`src/rtl/fire8_squeeze_ofm_writer.sv`:
```
// Fire8 squeeze output writer: captures one DSP_NO-word output sample and writes it
// channel-major (addr = BASE_ADDR + ch*WOUT^2 + pix) into the expand-layer input RAM.
module fire8_squeeze_ofm_writer #(
  parameter int unsigned WOUT      = 8,
  parameter int unsigned DSP_NO    = 112,
  parameter int unsigned WIDTH     = 16,
  parameter int unsigned ADDR_W    = 13,
  parameter int unsigned BASE_ADDR = 0
) (
  input  logic              clk,
  input  logic              rst,
  input  logic              layer_sample,
  input  logic [WIDTH-1:0]  ofm [0:DSP_NO-1],
  input  logic              layer_finish,
  output logic              ram_we,
  output logic [ADDR_W-1:0] ram_addr,
  output logic [WIDTH-1:0]  ram_din,
  output logic              ram_feedback,
  output logic              busy,
  output logic              overflow
);

  localparam int unsigned NPIX  = WOUT * WOUT;
  localparam int unsigned PIX_W = $clog2(NPIX) + 1;
  localparam int unsigned CH_W  = (DSP_NO > 1) ? $clog2(DSP_NO) : 1;

  typedef enum logic [1:0] {IDLE, DRAIN, WAIT_FIN, DONE} state_t;

  state_t             state;
  logic [WIDTH-1:0]   cap_buf [0:DSP_NO-1];
  logic [CH_W-1:0]    ch;
  logic [PIX_W-1:0]   pix;
  logic [ADDR_W-1:0]  addr;

  logic               last_ch;
  logic [CH_W-1:0]    ch_nxt;
  logic [PIX_W-1:0]   pix_inc;
  logic [ADDR_W-1:0]  addr_nxt;
  logic [ADDR_W-1:0]  start_addr;
  logic               capture;

  assign last_ch  = (ch == CH_W'(DSP_NO - 1));
  assign ch_nxt   = ch + CH_W'(1);
  assign pix_inc  = pix + PIX_W'(1);
  assign addr_nxt = addr + ADDR_W'(NPIX);

  // A sample is accepted from IDLE, or back-to-back on the final channel of a non-final pixel.
  assign capture = layer_sample &&
                   (((state == IDLE) && (pix < PIX_W'(NPIX))) ||
                    ((state == DRAIN) && last_ch && (pix_inc != PIX_W'(NPIX))));

  assign start_addr = ADDR_W'(BASE_ADDR) +
                      ADDR_W'((state == DRAIN) ? pix_inc : pix);

  always_ff @(posedge clk) begin
    if (capture) cap_buf <= ofm;
  end

  always_ff @(posedge clk) begin
    if (rst) begin
      state        <= IDLE;
      ch           <= '0;
      pix          <= '0;
      addr         <= '0;
      ram_we       <= 1'b0;
      ram_addr     <= '0;
      ram_din      <= '0;
      ram_feedback <= 1'b0;
      busy         <= 1'b0;
      overflow     <= 1'b0;
    end else begin
      ram_feedback <= 1'b0;
      case (state)
        IDLE: ;
        DRAIN: begin
          if (!last_ch) begin
            ch       <= ch_nxt;
            addr     <= addr_nxt;
            ram_addr <= addr_nxt;
            ram_din  <= cap_buf[ch_nxt];
            if (layer_sample) overflow <= 1'b1;
          end else begin
            pix    <= pix_inc;
            ch     <= '0;
            ram_we <= 1'b0;
            busy   <= 1'b0;
            state  <= (pix_inc == PIX_W'(NPIX)) ? WAIT_FIN : IDLE;
          end
        end
        WAIT_FIN: begin
          if (layer_finish) begin
            state        <= DONE;
            ram_feedback <= 1'b1;
          end
        end
        DONE: ;
        default: state <= IDLE;
      endcase

      // First write of a newly captured pixel goes out on the following cycle.
      if (capture) begin
        state    <= DRAIN;
        ch       <= '0;
        addr     <= start_addr;
        ram_we   <= 1'b1;
        busy     <= 1'b1;
        ram_addr <= start_addr;
        ram_din  <= ofm[0];
      end
    end
  end

endmodule

```
`config.mk`:
```
export PLATFORM = sky130hd
export DESIGN_NAME = fire8_squeeze_ofm_writer
export DESIGN_NICKNAME = d
export VERILOG_FILES = /design/src/rtl/fire8_squeeze_ofm_writer.sv
export SDC_FILE = /design/constraint.sdc
export NUM_CORES = 2
export LEC_CHECK = 0
export ABC_AREA = 0
export ABC_CLOCK_PERIOD_IN_PS = 61900
export BUFFER_PORTS_ARGS = -buffer_cell sky130_fd_sc_hd__buf_4
export CAP_MARGIN = 5
export CORE_AREA = 2 2 705 707
export DETAILED_ROUTE_END_ITERATION = 6
export DIE_AREA = 0 0 707 709
export SYNTH_ARGS = -nofsm -noshare
export SYNTH_HDL_FRONTEND = slang
export SYNTH_SLANG_ARGS = --single-unit
```
`constraint.sdc`:
```
create_clock -name clk -period 61.9 [get_ports clk]
set_input_delay 3.095 -clock clk [delete_from_list [all_inputs] [get_ports clk]]
set_output_delay 3.095 -clock clk [all_outputs]
set_load 0.1 [all_outputs]
```
==> out/qor.txt <==
==================================================================================
Result of the run ...................................................    completed
# IOs ...............................................................         1829
Tightest Pin Transition .............................................      1.44 ns
Clock transition at path regs .......................................      0.06 ns
Endpoint class of the critical path .................................    flip-flop
Crit path top cell by count ......................................... sky130_fd_sc_hd__buf_4
Number of pins with negative max-slew slack in the final report .....            0
Maximum achievable frequency ........................................    0.123 GHz
Port Buffers ........................................................         1828
Reg-to-reg startpoint ...............................................        ch[0]
Number of buffers inserted during clock tree synthesis ..............          212
Post-synth ARST share ...............................................            0
Kind of critical path ...............................................       in2reg
Number of global-route vias before repair ...........................        44562
Die Ht ..............................................................       709 µm
VDD IR-drop max .....................................................      25.3 µV
Average instance area after synthesis ...............................     20.1 µm²
Vias after detailed routing .........................................        44960
Source of the critical timing path .................................. layer_sample
Data required, critical path ........................................     62.41 ns
Number of antenna violations at the first check in global routing ...          238
DR DRC count ........................................................            0
Global-route congestion overflow total ..............................            0
Post-CTS sizing .....................................................            0
Area enclosed by the die boundary ...................................   501000 µm²
Post-synth design cell area .........................................    71000 µm²
Worst-Skew Late Latency .............................................      0.91 ns
Worst-case hold slack ...............................................     0.502 ns
Clk_skew ............................................................    0.0647 ns
Final setup vio count ...............................................            0
Worst Setup Start Kind .............................................. primary input
Number of synthesized flops with an enable pin ......................         1792
DRT iter0 DRCs ......................................................         5214
Number of placed instances, taps included ...........................        11780
Period utilization ..................................................        0.132
Total power divided by cell area ....................................  30.8 nW/µm²
Routability cong. ...................................................        0.897
Non-filler cells in the finished layout .............................        12271
Count of distinct cell types in the synthesized netlist .............           64
Worst hold path class ...............................................      reg2reg
Average wire per standard cell ......................................      31.5 µm
Tmin final ..........................................................      8.14 ns
Worst path slowest cell ............................................. sky130_fd_sc_hd__buf_4
Floorplan core area .................................................   493000 µm²
Setup repair after global routing missed its margin .................        false
Max Root-Sink Buffers ...............................................            4
TritonCTS clock tree ................................................         done
Post-synth top flop ................................................. sky130_fd_sc_hd__edfxtp_1
Setup Total Neg Slack ...............................................         0 ns
Data arrival time of the worst path .................................      8.65 ns
Final hold viol count ...............................................            0
Master cell of the clock root buffer ................................ sky130_fd_sc_hd__clkbuf_16
Core Rows ...........................................................          258
Cell chain of the critical path ..................................... buf_4 > nor2b_1 > o21ai_4 > buf_4 > inv_8 > buf_4 > buf_4 > buf_4 > buf_4 > buf_4
Count of hold-fix buffers inserted at cts ...........................            0
Net count reported at finish ........................................         7293
Setup bufs post-CTS .................................................            0
Initial standard-cell utilization of the core .......................        0.144
Max-cap check violation count .......................................            0
Worst-case headroom to the max-slew limit ...........................       0.0398
Die X-Extent ........................................................       707 µm
Number of instances in the synthesized netlist ......................         3538
Detailed-routing iteration count for the pre-antenna-repair pass ....            5
Maximum net fanout on the critical path .............................          103
Wire length of the first global-routing pass ........................       476 mm
Number of nets produced by synthesis ................................         5337
Number of storage elements in the synthesis netlist .................         1840
Area growth syn-to-layout ...........................................        41.5%
Static leakage ......................................................    0.0347 µW
Slowest stage delay, CP .............................................      0.92 ns
Fraction of the yosys area taken by sequential cells ................        0.772
HPWL Detailed .......................................................       317 mm
Share of final-layout standard cells stronger than drive strength 1 .        0.481
Aggregate routed wire length ........................................       387 mm
Number of H-tree levels .............................................            4
Routed via count divided by cell count ..............................         3.66
Clock sinks .........................................................         1840
Antenna violation net count after detailed routing ..................            0
Number of warnings printed during yosys synthesis ...................            0
Overall fraction of global-route tracks in use ......................        0.147
Hold path startpoint ................................................      addr[0]
Largest net degree at the start of global routing ...................          189
==================================================================================
==> layer usage <==
layer,up-vias,share of wire,routed length [µm],GRT usage
met2,2594,0.50,195000,0.258
met5,-,0.00061,235,0
li1,18592,-,-,-
met1,23047,0.37,144000,0.169
met3,693,0.075,28900,0.0375
met4,34,0.050,19300,0.0643
==> registers in the layout, summed over array words and instances (netlist names) <==
register      flops
addr             13
busy              1
cap_buf        1792
ch                7
overflow          1
pix               7
ram_din          16
ram_feedback      1
state             2
==> kinds of logic (layout without fill, tap and decap cells) <==
| kind of cell | Yosys count | count (layout) | share of synthesized area |
|---|---|---|---|
| AO/OA/AOI/OAI | 353 | 353 | 0.0371 |
| other | 0 | 95 | 0 |
| multiplexers | 483 | 483 | 0.133 |
| flip-flops | 1840 | 1840 | 0.772 |
| XOR/XNOR | 25 | 25 | 0.00367 |
| buffers and inverters | 245 | 2383 | 0.0173 |
| adder cells (fa/ha/maj) | 3 | 3 | 0.000529 |
| AND/OR/NAND/NOR | 589 | 589 | 0.0368 |
==> critical path, delay by kind of cell <==
kind / cells / cell delay [ns]
buffers and inverters: 8 / 4.82
AND/OR/NAND/NOR: 1 / 0.24
AO/OA/AOI/OAI: 1 / 0.08
==> synthesized netlist by cell type, drive strengths merged (20+ instances only) <==
cell type | number | area (µm²)
a211oi | 23 | 173
a21oi | 55 | 275
a311oi | 20 | 175
a31oi | 25 | 156
a32oi | 41 | 359
buf | 142 | 845
clkbuf | 65 | 244
dfxtp | 48 | 961
edfxtp | 1792 | 53800
inv | 38 | 143
mux2i | 101 | 1010
mux4 | 366 | 8240
nand2 | 339 | 1270
nand2b | 30 | 195
nand3 | 77 | 385
nor2 | 56 | 210
nor2b | 31 | 194
o21ai | 30 | 150
o221ai | 33 | 295
o22ai | 23 | 144
==> cell usage in the layout, fill, tap and decap left out, drive strengths merged, types with 17 or more instances in the layout <==
cell type / n
mux4: 366
inv: 58
o22ai: 23
o21ai: 30
a211oi: 23
buf: 1949
nand2: 339
a32oi: 41
a21oi: 55
a31oi: 25
clkbuf: 252
o2bb2ai: 17
bufinv: 19
nand2b: 30
diode: 95
o221ai: 33
a221oi: 17
a311oi: 20
edfxtp: 1792
mux2i: 101
nor2: 56
clkinv: 97
and3: 18
nand3: 77
dfxtp: 48
nor2b: 31
==> area by class of cell <==
| cell class | count | area (µm²) |
|---|---|---|
| Antenna cell | 95 | 238 |
| Clock buffer | 252 | 5520 |
| Clock inverter | 144 | 1480 |
| Fill cell | 52195 | 392000 |
| Inverter | 38 | 150 |
| Multi-Input combinational cell | 1453 | 15400 |
| Sequential cell | 1840 | 54800 |
| Tap cell | 6500 | 8130 |
| Timing Repair Buffer | 1949 | 14700 |
==> power by group <==
part           switching, µW  total (µW)  internal [µW]
combinational            182         320            138
clock                    556        1280            724
sequential              29.4        1500           1470
==> worst paths after layout <==
kind / depth (start not counted) / slack [ns] / end
worst min-delay path: 2 / 0.50 / addr[0]
worst max register to register: 12 / 54.09 / cap_buf[1190]
worst max-delay path: 10 / 53.76 / cap_buf[1190]
worst min register to register: 2 / 0.50 / addr[0]
==> stage by stage <==
| step | worst slack, ns | instance area, µm² | util | total power [µW] |
|---|---|---|---|---|
| after floorplan | 6.19 | 71000 | - | 1820 |
| after global placement | 52.99 | 93200 | 0.189 | 1850 |
| after detailed placement | 52.83 | 93200 | 0.189 | 1850 |
| after CTS | 53.88 | 100000 | 0.203 | 3140 |
| after global routing | 53.48 | 100000 | 0.203 | 3200 |
| final | 53.76 | 100000 | 0.204 | 3100 |
Power figures use the tool's default switching activity.
